## src/rtl/mem_bist.sv

```systemverilog
// Fill-and-check memory BIST: writes an incrementing pattern over a window of
// addresses, reads it back with a two-cycle beat, and reports mismatches.
module mem_bist #(
  parameter int DATA_WIDTH = 8,
  parameter int ADDR_BITS  = 5
) (
  input  logic                  clk,
  input  logic                  rst_n,
  input  logic                  start,
  input  logic                  abort,
  input  logic [ADDR_BITS-1:0]  base_addr,
  input  logic [ADDR_BITS:0]    count,
  input  logic [DATA_WIDTH-1:0] seed,
  output logic [ADDR_BITS-1:0]  mem_addr,
  output logic [DATA_WIDTH-1:0] mem_din,
  output logic                  mem_wen,
  input  logic [DATA_WIDTH-1:0] mem_dout,
  output logic                  busy,
  output logic                  done,
  output logic                  pass,
  output logic [ADDR_BITS:0]    err_count,
  output logic [ADDR_BITS-1:0]  first_err_addr
);

  typedef enum logic [2:0] {S_IDLE, S_WRITE, S_RD_ADDR, S_RD_CMP, S_DONE} state_t;

  localparam logic [ADDR_BITS:0] MAX_N = {1'b1, {ADDR_BITS{1'b0}}};
  localparam logic [ADDR_BITS:0] ONE   = (ADDR_BITS+1)'(1);

  state_t                r_state,    w_state;
  logic [ADDR_BITS-1:0]  r_base,     w_base;
  logic [DATA_WIDTH-1:0] r_seed,     w_seed;
  logic [ADDR_BITS:0]    r_n,        w_n;
  logic [ADDR_BITS:0]    r_idx,      w_idx;
  logic [ADDR_BITS-1:0]  r_mem_addr, w_mem_addr;
  logic [DATA_WIDTH-1:0] r_mem_din,  w_mem_din;
  logic                  r_mem_wen,  w_mem_wen;
  logic                  r_busy,     w_busy;
  logic                  r_done,     w_done;
  logic                  r_pass,     w_pass;
  logic [ADDR_BITS:0]    r_err,      w_err;
  logic [ADDR_BITS-1:0]  r_ferr,     w_ferr;

  logic [ADDR_BITS:0]    w_idx_inc;
  logic                  w_last;
  logic [ADDR_BITS-1:0]  w_addr_next;
  logic [DATA_WIDTH-1:0] w_data_next;
  logic [DATA_WIDTH-1:0] w_exp_data;
  logic [ADDR_BITS:0]    w_cnt_sat;
  logic                  w_active;

  assign w_idx_inc   = r_idx + ONE;
  assign w_last      = (w_idx_inc == r_n);
  assign w_addr_next = r_base + w_idx_inc[ADDR_BITS-1:0];
  assign w_data_next = r_seed + DATA_WIDTH'(w_idx_inc);
  assign w_exp_data  = r_seed + DATA_WIDTH'(r_idx);
  assign w_cnt_sat   = (count > MAX_N) ? MAX_N : count;
  assign w_active    = (r_state == S_WRITE) || (r_state == S_RD_ADDR) || (r_state == S_RD_CMP);

  always_ff @(posedge clk or negedge rst_n) begin
    if (!rst_n) begin
      r_state    <= S_IDLE;
      r_base     <= '0;
      r_seed     <= '0;
      r_n        <= '0;
      r_idx      <= '0;
      r_mem_addr <= '0;
      r_mem_din  <= '0;
      r_mem_wen  <= 1'b0;
      r_busy     <= 1'b0;
      r_done     <= 1'b0;
      r_pass     <= 1'b0;
      r_err      <= '0;
      r_ferr     <= '0;
    end else begin
      r_state    <= w_state;
      r_base     <= w_base;
      r_seed     <= w_seed;
      r_n        <= w_n;
      r_idx      <= w_idx;
      r_mem_addr <= w_mem_addr;
      r_mem_din  <= w_mem_din;
      r_mem_wen  <= w_mem_wen;
      r_busy     <= w_busy;
      r_done     <= w_done;
      r_pass     <= w_pass;
      r_err      <= w_err;
      r_ferr     <= w_ferr;
    end
  end

  // Outputs are computed here for the next state so every port comes from a flop.
  always_comb begin
    w_state    = r_state;
    w_base     = r_base;
    w_seed     = r_seed;
    w_n        = r_n;
    w_idx      = r_idx;
    w_mem_addr = r_mem_addr;
    w_mem_din  = r_mem_din;
    w_mem_wen  = r_mem_wen;
    w_busy     = r_busy;
    w_done     = 1'b0;
    w_pass     = r_pass;
    w_err      = r_err;
    w_ferr     = r_ferr;

    case (r_state)
      S_IDLE: begin
        if (start) begin
          w_base = base_addr;
          w_seed = seed;
          w_n    = w_cnt_sat;
          w_idx  = '0;
          w_err  = '0;
          w_ferr = '0;
          w_pass = 1'b0;
          if (w_cnt_sat != '0) begin
            w_state    = S_WRITE;
            w_busy     = 1'b1;
            w_mem_wen  = 1'b1;
            w_mem_addr = base_addr;
            w_mem_din  = seed;
          end else begin
            w_state = S_DONE;
            w_done  = 1'b1;
            w_pass  = 1'b1;
          end
        end
      end
      S_WRITE: begin
        if (w_last) begin
          w_state    = S_RD_ADDR;
          w_idx      = '0;
          w_mem_wen  = 1'b0;
          w_mem_addr = r_base;
          w_mem_din  = '0;
        end else begin
          w_idx      = w_idx_inc;
          w_mem_addr = w_addr_next;
          w_mem_din  = w_data_next;
        end
      end
      S_RD_ADDR: w_state = S_RD_CMP;
      S_RD_CMP: begin
        if (mem_dout != w_exp_data) begin
          w_err = r_err + ONE;
          if (r_err == '0) w_ferr = r_mem_addr;
        end
        if (w_last) begin
          w_state    = S_DONE;
          w_done     = 1'b1;
          w_busy     = 1'b0;
          w_mem_addr = '0;
          w_pass     = (w_err == '0);
        end else begin
          w_state    = S_RD_ADDR;
          w_idx      = w_idx_inc;
          w_mem_addr = w_addr_next;
        end
      end
      S_DONE:  w_state = S_IDLE;
      default: w_state = S_IDLE;
    endcase

    // Abort overrides whatever the active state decided, freezing the results.
    if (abort && w_active) begin
      w_state    = S_IDLE;
      w_mem_wen  = 1'b0;
      w_mem_addr = '0;
      w_mem_din  = '0;
      w_busy     = 1'b0;
      w_done     = 1'b0;
      w_pass     = 1'b0;
      w_err      = r_err;
      w_ferr     = r_ferr;
    end
  end

  assign mem_addr       = r_mem_addr;
  assign mem_din        = r_mem_din;
  assign mem_wen        = r_mem_wen;
  assign busy           = r_busy;
  assign done           = r_done;
  assign pass           = r_pass;
  assign err_count      = r_err;
  assign first_err_addr = r_ferr;

endmodule

```

## config.mk

```make
export PLATFORM = sky130hd
export DESIGN_NAME = mem_bist
export DESIGN_NICKNAME = d
export VERILOG_FILES = /design/src/rtl/mem_bist.sv
export SDC_FILE = /design/constraint.sdc
export NUM_CORES = 1
export LEC_CHECK = 0
export CORE_MARGIN = 1
export CORE_UTILIZATION = 40
export CTS_CLUSTER_SIZE = 14
export DETAILED_ROUTE_END_ITERATION = 8
export PLACE_DENSITY = 0.68
export SLEW_MARGIN = 15
export SYNTH_ARGS = -nofsm -noshare
export SYNTH_HDL_FRONTEND = slang
export SYNTH_SLANG_ARGS = --single-unit
export TNS_END_PERCENT = 100
```

## constraint.sdc

```tcl
create_clock -name clk -period 2.7 [get_ports clk]
set_clock_uncertainty 0.05 [all_clocks]
set_input_delay 0.54 -clock clk [delete_from_list [all_inputs] [get_ports clk]]
set_output_delay 0.54 -clock clk [all_outputs]
set_load 0.02 [all_outputs]
```

==> impl_results.md, run 1 <==
- Final setup violating endpoints: 1
- DRC violation count after routing: 6
- Commonest cells post-synth: dfrtp_1, inv_1, nand2_1, nor2_1
- Num rows: 34
- Crit path capture type: flop
- Netlist cell types: 58
- Number of synthesized flops with an enable pin: 0
- Gr ovfl total: 0
- Violated checks: DRC, setup timing
- WS Path Type: reg2reg
- Clk sink count: 56
- CP cell instances: ha_2 -> fa_2 -> a211oi_4 -> nor4bb_1 -> a211o_1 -> o2111a_2 -> a2111oi_4 -> nor3_1 -> o31ai_2
- Post-Route WL: 8.96 mm
- Fin util: 53.9%
- Top-area cell type share of the netlist area: 38.0%
- Fmax: 0.362 GHz
- Status: finished with violations
- Dpl hpwl: 6.75 mm
- Placed Cells: 553
- Number of max-cap violations: 0
- Critical path's slowest cell: dfrtp_1
- H-tree depth: 2
- Tcrit/Tclk final: 102%
- First-pass GRT wire length: 15.3 mm
- Crit Path Max Fanout: 4
- Worst path arrival time: 2950 ps
- CP Data Required Time: 2890 ps
- DRT Pass-1 Iters: 6
- Syn Nets: 420
- Cts bufs inserted: 5
- Hold Vio Cnt, Final: 0
- Slowest cell delay on critical path: 400 ps
- Most common cell in the netlist: dfrtp_1
- Vias in the first global route: 3130
- # diodes: 0
- Initial drt markers: 106
- Worst-path clk slew: 110 ps
- Yosys warning count: 0
- Netlist Area Pre-Place: 3690 um^2
- Buf/Inv on CP: 0
- Layout cells sized above 1: 20.2%
- Root Driver: clkbuf_8
- Antenna violations before repair: 0
- Worst VDD drop: 392 uV
- Starting Density: 41.7%
- Top post-synthesis cells by area: dfrtp_1, ha_1, mux2_2
- Final nets: 507
- RSZ-0062 raised after global routing: true
- Min Clock Period, post-route: 2760 ps
- Non-Filler Instances: 563
- Vias per cell: 5.50
- Via Count: 3098
- Largest net degree at the start of global routing: 57
- Critical Path Start Type: flop
- Leakage: 0.00208 uW
- Levels on crit path: 9
- Post-synth top area cell: dfrtp_1
- Cell depth of the worst flop-to-flop path: 9
- Post-synth ARST share: 100%
- Core ar.: 8850 um^2
- Mean Syn Cell Area: 10.1 um^2
- Max-slew headroom: 49.0%
- Flops & latches, synth: 56
- Skew-Pair Late Insertion Delay: 320 ps
- Setup ws final: -58.9 ps
- Worst hold path class: in2async
- RePlAce Congestion: 0.873
- I/O Pins: 59
- Power Density: 1200 nW/um^2
- Post-synthesis sequential area ratio: 38.0%
- Detail-routed net length per standard cell: 15.9 um
- Final Power: 5710 uW
- Total track usage: 19.9%
- Final ANT Viol Nets: 0
- Die Y: 98.1 um
- Synth Instances: 367
- CTS Buffer Depth: 2
- Die footprint: 9620 um^2
- TritonCTS clock tree: built
- Top FF cell, synth: dfrtp_1
- Final Slew Violations: 0
- # port buffers: 58
- Crit-path leading delay family: compound AO/OA/AOI/OAI gates
- Layout area overhead: 29.1%
- Slew @ Worst Pin: 759 ps
- Pre-CTS setup slack: -95.9 ps
- Die W: 98.1 um
[layer usage]
layer,vias up,GRT usage (%),part of all wire (%)
met5,-,0,0
li1,1500,-,-
met1,1498,27.2,46
met3,15,3.29,5.4
met4,0,5.71,1.5
met2,85,32.3,47
[layout by cell type (no fill, tap or decap), types with 13 or more instances in the layout]
cell type / count
a21oi_1: 14
buf_4: 37
clkdlybuf4s50_1: 57
dfrtp_1: 55
ha_1: 17
inv_1: 20
mux2_2: 15
mux2i_1: 14
nand2_1: 20
nor2_1: 20
o21ai_1: 17
xnor2_1: 13
[registers in the layout, summed over array words and instances (netlist names)]
register and count:
busy 1, done 1, err_count 6, first_err_addr 5, mem_addr 5, mem_din 8, mem_wen 1, pass 1
r_base 5, r_idx 6, r_n 6, r_seed 8, r_state 3
[final timing paths]
kind	start	end	slack (ps)
setup reg to reg	r_seed[0]	pass	-60
max in group asynchronous	rst_n	r_idx[1]	1760
setup / recovery	r_seed[0]	pass	-60
min in group clk	busy	busy	450
hold reg to reg	busy	busy	450
hold / removal	rst_n	mem_din[6]	290
[area by class of cell]
type	instances	area [um^2]
clock buffer	5	68.8
multi-input combinational	274	2200
sequential	56	1400
clock inverter	3	21.3
inverter	22	82.6
tap	108	135
fill	804	4080
timing repair buffer	95	853
[cells by family (layout without fill, tap and decap cells)]
family,count (synthesis),in the layout,synth area share (%)
compound gates,100,100,20.3
xor+xnor,28,28,7.63
fa+ha+maj,22,22,8.07
buf+inv,37,125,4.07
flops,56,56,38.0
mux,30,30,8.78
simple gates,94,94,13.2
[through the flow]
| step | setup TNS, ps | hold slack [ps] | area (um^2) |
|---|---|---|---|
| after floorplan | -71.0 | 194 | 3700 |
| after global placement | -215 | 427 | 4600 |
| after detailed placement | -658 | 434 | 4600 |
| after CTS | -163 | 332 | 4720 |
| after global routing | -1480 | 362 | 4770 |
| final | -58.9 | 290 | 4770 |
[power breakdown]
| part | total, uW | internal, uW | leakage [uW] | switching (uW) |
|---|---|---|---|---|
| Combinational | 3750 | 1820 | 0.00133 | 1930 |
| Clock | 481 | 185 | 0.0000445 | 296 |
| Sequential | 1480 | 1170 | 0.000713 | 308 |
| Total | 5710 | 3180 | 0.00208 | 2530 |
[what timing repair did]
action | 4_1_cts | 5_1_grt
hold buffers | 0 | 0
pin swaps | 5 | 7
setup endpoints to repair | 12 | 20
resized for setup | 6 | 11
buffers inserted | 1 | 1
Note: power is estimated with default switching activity, not from simulation.
==> inputs of run 2 (changes only) <==
--- a/config.mk
+++ b/config.mk
@@ -5,10 +5,12 @@
 export SDC_FILE = /design/constraint.sdc
 export NUM_CORES = 1
 export LEC_CHECK = 0
+export CAP_MARGIN = 25
 export CORE_MARGIN = 1
 export CORE_UTILIZATION = 40
 export CTS_CLUSTER_SIZE = 14
 export DETAILED_ROUTE_END_ITERATION = 8
+export MAX_ROUTING_LAYER = met4
 export PLACE_DENSITY = 0.68
 export SLEW_MARGIN = 15
 export SYNTH_ARGS = -nofsm -noshare
==> impl_results.md, run 2 (synthesized netlist as in run 1, its figures left out) <==
- Status: finished with violations
- Violated checks: DRC, setup timing
- Layout area overhead: 28.9%
- I/O Pins: 59
- Final ANT Viol Nets: 0
- Placed Instance Area: 4610 um^2
- DRC violation count after routing: 6
- Critical Path Source: r_seed[0]
- Crit Path Max Fanout: 4
- Vias per cell: 5.44
- CTS Buffer Depth: 2
- Post-Route WL: 9.19 mm
- Fmax: 0.363 GHz
- Worst flop-to-flop path startpoint: r_seed[0]
- DRT Pass-1 Iters: 6
- Hold Slack: 172 ps
- Final nets: 508
- # diodes: 0
- CP Data Required Time: 2880 ps
- Layout cells sized above 1: 19.3%
- RSZ-0062 raised after global routing: true
- Slowest cell delay on critical path: 400 ps
- Antenna violations before repair: 0
- Total track usage: 20.6%
- Leakage: 0.00209 uW
- Initial drt markers: 112
- # port buffers: 58
- Die Y: 98.1 um
- Cts bufs inserted: 5
- Root Driver: clkbuf_8
- Fillcell total: 829
- CP cell instances: ha_2 -> fa_2 -> a211oi_4 -> nor4bb_1 -> a211o_1 -> o2111a_2 -> a2111oi_4 -> nor3_1 -> o31ai_2
- Final Slew Violations: 0
- Vias in the first global route: 3121
- Leading cell types in the layout, fill and taps excluded: clkdlybuf4s50_1, dfrtp_1, buf_4, inv_1
- Buf/Inv on CP: 0
- Final setup violating endpoints: 7
- Power Density: 1210 nW/um^2
- Min Clock Period, post-route: 2750 ps
- Hold-fix buffers at CTS: 0
- Largest net degree at the start of global routing: 26
- Area of the multi-input gates: 2190 um^2
- WS Path Type: reg2reg
- Crit-path leading delay family: compound AO/OA/AOI/OAI gates
- TritonCTS clock tree: built
- Tcrit/Tclk final: 102%
- Worst VDD drop: 397 uV
- Hold Vio Cnt, Final: 0
- Gr ovfl total: 0
- Critical Path Start Type: flop
- Final Cell Area: 4760 um^2
- Top sig layer: met4
- Core ar.: 8850 um^2
- Critical path's slowest cell: dfrtp_1
- Worst-path clk slew: 100 ps
- Crit path capture type: flop
- Slew @ Worst Pin: 669 ps
- Met2 Routed Length: 4.40 mm
- Dpl hpwl: 6.95 mm
- Clk sink count: 56
- Starting Density: 41.7%
- H-tree depth: 2
- Worst path arrival time: 2930 ps
- Register Area: 1400 um^2
- Commonest non-fill, non-tap cell in the layout: clkdlybuf4s50_1
- RePlAce Congestion: 0.919
- Detail-routed net length per standard cell: 16.3 um
- Via Count: 3070
- Worst hold path class: in2async
- First-pass GRT wire length: 15.4 mm
- Die W: 98.1 um
- Num rows: 34
- WL met1: 4.30 mm
- Setup ws final: -51.7 ps
- Max-slew headroom: 55.0%
- Skew-Pair Late Insertion Delay: 320 ps
- Number of max-cap violations: 0
- Routed length on met3: 388 um
- Die footprint: 9620 um^2
-- run 2: through the flow --
step | total power [uW] | utilization (%) | TNS, ps | setup slack [ps] | cells
floorplan | 3900 | - | -71.0 | -37.5 | 367
global placement | 5020 | 52.1 | -74.2 | -38.2 | 554
detailed placement | 5120 | 52.1 | -640 | -130 | 554
CTS | 5710 | 53.5 | -234 | -54.2 | 563
global route | 6210 | 53.8 | -1300 | -130 | 564
finish | 5740 | 53.8 | -118 | -51.7 | 564
-- run 2: repair_timing --
action / in CTS / in global routing
endpoints found under the setup margin: 13 / 25
buffers inserted: 1 / 1
pin swaps: 12 / 5
gates resized for setup: 6 / 6
-- run 2: final cells by class --
class	count	share of cell area (%)
clock buffer	6	1.74
clock inverter	2	0.210
inverter	22	1.74
multi-input combinational	274	45.9
sequential	56	29.5
tap	108	2.84
timing repair buffer	96	18.1
-- run 2: final timing paths --
check                           cells after the start  slack (ps)    endpoint
worst min-delay path                                1         170  mem_din[6]
max in group asynchronous                           2        1730    r_idx[1]
min in group clk                                    1         460        busy
worst min register to register                      1         460        busy
worst max-delay path                                9         -50        pass
worst max register to register                      9         -50        pass
-- run 2: power by group --
part           internal, uW  total, uW  switching (uW)
Clock                   206        487             281
Sequential             1170       1480             310
Combinational          1830       3770            1940
Total                  3210       5740            2530
-- run 2: metal layers --
layer / up-vias / GRT usage (%)
met3: 10 / 2.93
li1: 1501 / -
met4: 0 / 4.78
met1: 1497 / 27.5
met5: - / -
met2: 62 / 33.2
-- run 2: worst register-to-register path, stage by stage (launching register included) --
cell	delay, ps
dfrtp_1	400
ha_2	200
fa_2	370
a211oi_4	280
nor4bb_1	100
a211o_1	320
o2111a_2	300
a2111oi_4	330
nor3_1	110
o31ai_2	220
